<file path="src/rtl/bias_fetch_ctrl.sv">
// bias_fetch_ctrl: loads one channel group of biases from bias_rom into per-column registers
module bias_fetch_ctrl #(
  parameter int WIDTH = 32,
  parameter int NUM_LAYERS = 6,
  parameter int MAX_NUM_CH = 64,
  parameter int CH_BITS = $clog2(MAX_NUM_CH),
  parameter int NUM_COLS = 4,
  parameter int CONV_OUT_C [NUM_LAYERS] = '{8, 16, 32, 64, 64, 10}
) (
  input  logic                          clk,
  input  logic                          reset,
  input  logic                          start,
  input  logic [$clog2(NUM_LAYERS)-1:0] layer_idx,
  input  logic [CH_BITS-1:0]            base_ch,
  output logic                          busy,
  output logic                          done,
  output logic                          bias_valid,
  output logic                          layer_err,
  output logic [NUM_COLS*WIDTH-1:0]     bias_vec,
  output logic                          rom_read_enable,
  output logic [$clog2(NUM_LAYERS)-1:0] rom_layer_idx,
  output logic [CH_BITS-1:0]            rom_channel_idx,
  input  logic [WIDTH-1:0]              rom_bias
);
  localparam int LW = $clog2(NUM_LAYERS);
  localparam int KW = NUM_COLS > 1 ? $clog2(NUM_COLS) : 1;
  typedef enum logic [1:0] {IDLE, FETCH, DRAIN, DONE} state_t;
  state_t state, state_n;
  logic [LW-1:0] lay_q;
  logic [CH_BITS-1:0] base_q;
  logic [KW-1:0] k, cap_k;
  logic cap_v, cap_in, rd;
  logic [CH_BITS:0] ch, lim;
  always_comb begin
    lim = '0;
    for (int i = 0; i < NUM_LAYERS; i++)
      if (lay_q == LW'(i)) lim = (CH_BITS+1)'(CONV_OUT_C[i]);
    ch = {1'b0, base_q} + (CH_BITS+1)'(k);
    rd = state == FETCH && !layer_err && ch < lim;
    state_n = state == IDLE  ? (start ? FETCH : IDLE) :
              state == FETCH ? (k == KW'(NUM_COLS-1) ? DRAIN : FETCH) :
              state == DRAIN ? DONE : IDLE;
  end
  assign busy = state != IDLE;
  assign done = state == DONE;
  assign rom_read_enable = rd;
  assign rom_layer_idx = rd ? lay_q : '0;
  assign rom_channel_idx = rd ? ch[CH_BITS-1:0] : '0;
  // column k captures the ROM word one cycle after its slot; out-of-range slots zero-fill
  always_ff @(posedge clk) begin
    if (reset) begin
      state <= IDLE;
      lay_q <= '0;
      base_q <= '0;
      k <= '0;
      cap_v <= 1'b0;
      cap_k <= '0;
      cap_in <= 1'b0;
      bias_vec <= '0;
      bias_valid <= 1'b0;
      layer_err <= 1'b0;
    end else begin
      state <= state_n;
      cap_v <= state == FETCH;
      cap_k <= k;
      cap_in <= rd;
      k <= state == FETCH ? k + KW'(1) : '0;
      if (state == IDLE && start) begin
        lay_q <= layer_idx;
        base_q <= base_ch;
        bias_valid <= 1'b0;
        layer_err <= int'(layer_idx) >= NUM_LAYERS;
      end
      if (state == DONE) bias_valid <= 1'b1;
      for (int i = 0; i < NUM_COLS; i++)
        if (cap_v && cap_k == KW'(i)) bias_vec[i*WIDTH +: WIDTH] <= cap_in ? rom_bias : '0;
    end
  end
endmodule

</file>
<file path="config.mk">
export PLATFORM = sky130hd
export DESIGN_NAME = bias_fetch_ctrl
export DESIGN_NICKNAME = d
export VERILOG_FILES = /design/src/rtl/bias_fetch_ctrl.sv
export SDC_FILE = /design/constraint.sdc
export NUM_CORES = 1
export LEC_CHECK = 0
export BUFFER_PORTS_ARGS = -buffer_cell sky130_fd_sc_hd__buf_4
export CORE_MARGIN = 3
export CORE_UTILIZATION = 38
export DETAILED_ROUTE_END_ITERATION = 16
export GPL_TIMING_DRIVEN = 0
export PLACE_DENSITY = 0.65
export SLEW_MARGIN = 30
export SYNTH_ARGS = -nofsm -noshare
export SYNTH_HDL_FRONTEND = slang
export SYNTH_SLANG_ARGS = --single-unit
</file>
<file path="constraint.sdc">
create_clock -name clk -period 2.9 [get_ports clk]
set_input_delay 0.58 -clock clk [delete_from_list [all_inputs] [get_ports clk]]
set_output_delay 0.58 -clock clk [all_outputs]
set_load 0.02 [all_outputs]
</file>
==> run metrics <==
CORE AREA 14200 µm²; crit path capture type primary output; Tot GR Track Use between 20% and 30%; worst path required time 2.32 ns; initial antenna violation count 0; Pwr Density a little under 600 nW/µm²; First DRT Iteration DRCs 416; slew margin rel. roughly 61%; Slew @ Worst Pin a little under 0.6 ns; Crit Path Category flop to primary output; setup TNS -5.99 ns; # setup viols final 10; H-tree levels 4; r2r setup slk between 0.4 and 0.5 ns; ys flop type dfxtp_1; first-pass GRT wire length ~28000 µm; max-cap viol count 0; Syn Nets between 700 and 800; DR vias/cell ~5.2; worst skew pair latency about 0.42 ns; Final Slew Violations 0; most common cell after layout, fill and taps aside buf_4; via count 5720; HP Class input port to flop; Final min period ~3.5 ns; vias in the first global route 5231; Port-buffer cells between 150 and 200; register bit total from synthesis about 150; drt pass-1 iters 5; Crit path arrival time 2.95 ns; Die Y ~130 µm; Worst setup SP type flop; WL final approximately 18000 µm; Pleak approximately 3.2 nW; Clock Tree Buf Depth 2; Ys Warns 0; ant diodes 0; total grt overflow 0; count of unique library cells instantiated by Yosys 32; CP max-delay cell a2111o_2; CTS tree built; sequential-to-total area share from yosys stat a little over half; floorplan row count 43; drt wl/cell between 15 and 20 µm; die area approximately 16000 µm²; peak supply drop approximately 0.34 mV; clk sinks approximately 150; RSZ-0062 raised after global routing yes; drt drc 0; CP Max Fanout 5; violated checks setup timing; Antenna Violating Nets Remaining 0; commonest non-fill, non-tap cells in the layout buf_4, nand2_1, dfxtp_1; Nets 966; Mapped Area approximately 5600 µm²; Detail Placement HPWL between 10000 and 15000 µm; Chip Width roughly 130 µm; outcome finished, violations left; root buffer cell clkbuf_16; Period Utilization, post-route 122%; max incr delay on CP between 0.5 and 0.6 ns; Worst-path clk slew roughly 0.060 ns; pin count of the biggest net entering global routing 17; endpoints failing hold 0; synthesis-to-layout area growth 42.4%; Post-Syn Instances between 700 and 800; initial cell density of the core about two fifths; Post-synth ARST share 0%; IO Pins roughly 190; CTS Buf Count 17; Setup Skew between 0.005 and 0.006 ns; fmax 284 MHz; Syn Area/Cell roughly 8.0 µm²; Util after Layout approximately 57%; fraction of layout cells with a size suffix above 1 between 20% and 30%; Post-synth EDFFs 0; Tot Pwr 4.72 mW; RD Place Congestion 0.777; crit-path cells ha_4 > inv_2 > fa_2 > nand3b_1 > xnor2_2 > ha_2 > a21o_1 > a2111o_2 > nor3b_4 > buf_6; Final WS setup -0.626 ns
-- layer usage --
layer | track usage, % | part of all wire (%) | up-vias
met4 | 6.74 | 1.7 | 0
met2 | 33.8 | 45 | 188
met3 | 6.79 | 7.9 | 27
li1 | - | - | 2814
met5 | 0 | 0 | -
met1 | 29.8 | 45 | 2691
-- per-stage QoR --
stage               worst slack (ns)  area (µm²)  std cells  hold slack [ns]
finish                        -0.626        8040       1107            0.406
global route                  -0.792        8040       1107            0.415
CTS                           -0.654        7990       1105            0.396
detailed placement            -0.232        7310       1070            0.447
global placement              -0.219        7310       1070            0.443
floorplan                    -0.0536        5710        706            0.442
-- final timing paths --
kind	cells after the start	endpoint	from
worst max-delay path	10	rom_channel_idx[5]	k[0]$_SDFF_PP0_
worst min-delay path	3	base_q[0]$_SDFFE_PP0P_	base_ch[0]
worst max register to register	9	cap_in$_SDFF_PP0_	k[0]$_SDFF_PP0_
worst min register to register	2	bias_vec[13]$_SDFFE_PP0P_	bias_vec[13]$_SDFFE_PP0P_
-- logic make-up (layout without fill, tap and decap cells) --
kind of cell / Yosys count / in the layout / synth area share (%)
flops: 147 / 147 / 52.1
simple gates: 332 / 332 / 26.4
buf+inv: 66 / 287 / 4.92
compound gates: 148 / 148 / 13.8
mux: 1 / 1 / 0.199
fa+ha+maj: 8 / 8 / 1.91
xor+xnor: 4 / 4 / 0.621
-- synthesized netlist by cell type (2+ instances only) --
master      n  area share, %
a21oi_1   142             13
and2_1      4           0.44
buf_2      24            2.1
clkbuf_1   36            2.4
dfxtp_1   147             52
ha_1        7            1.6
inv_1       5           0.33
nand2_1   159             11
nand2b_1    2           0.22
nand3_1   132             12
nand3b_1    2           0.27
nor2_1     20            1.3
nor3_1      3           0.27
nor3b_2     3           0.67
xnor2_1     3           0.47
-- repair_timing --
item                       CTS  global route
hold buffers                 0             0
pin swaps                    1             2
hold endpoints to repair     0             0
setup buffers                3             2
resized for setup            8            11
setup endpoints to repair   10            10
-- critical path: cells and delay by family (launching register included) --
| family | cells | cell delay (ns) |
|---|---|---|
| adder cells (fa/ha/maj) | 3 | 0.64 |
| flip-flops | 1 | 0.37 |
| AND/OR/NAND/NOR | 2 | 0.44 |
| buffers and inverters | 2 | 0.17 |
| AO/OA/AOI/OAI | 2 | 0.74 |
| XOR/XNOR | 1 | 0.18 |
-- sequential cells by signal, indices dropped and copies added (netlist names) --
register / count
base_q: 6
cap_k: 2
cap_in: 1
state: 2
layer_err: 1
lay_q: 3
cap_v: 1
k: 2
bias_valid: 1
bias_vec: 128
-- report_power, final --
group | total [mW] | switching, mW | internal (mW)
sequential | 2.06 | 0.0209 | 2.04
clock | 2.31 | 0.841 | 1.47
combinational | 0.354 | 0.230 | 0.124
-- cell type report --
class / instances / area, µm²
clock inverter: 8 / 121
multi-input combinational: 493 / 2490
inverter: 5 / 18.8
fill: 1379 / 6170
buffer: 61 / 265
sequential: 147 / 2950
tap: 180 / 225
timing repair buffer: 189 / 1460
clock buffer: 24 / 502
(Power assumes the default switching activity.)
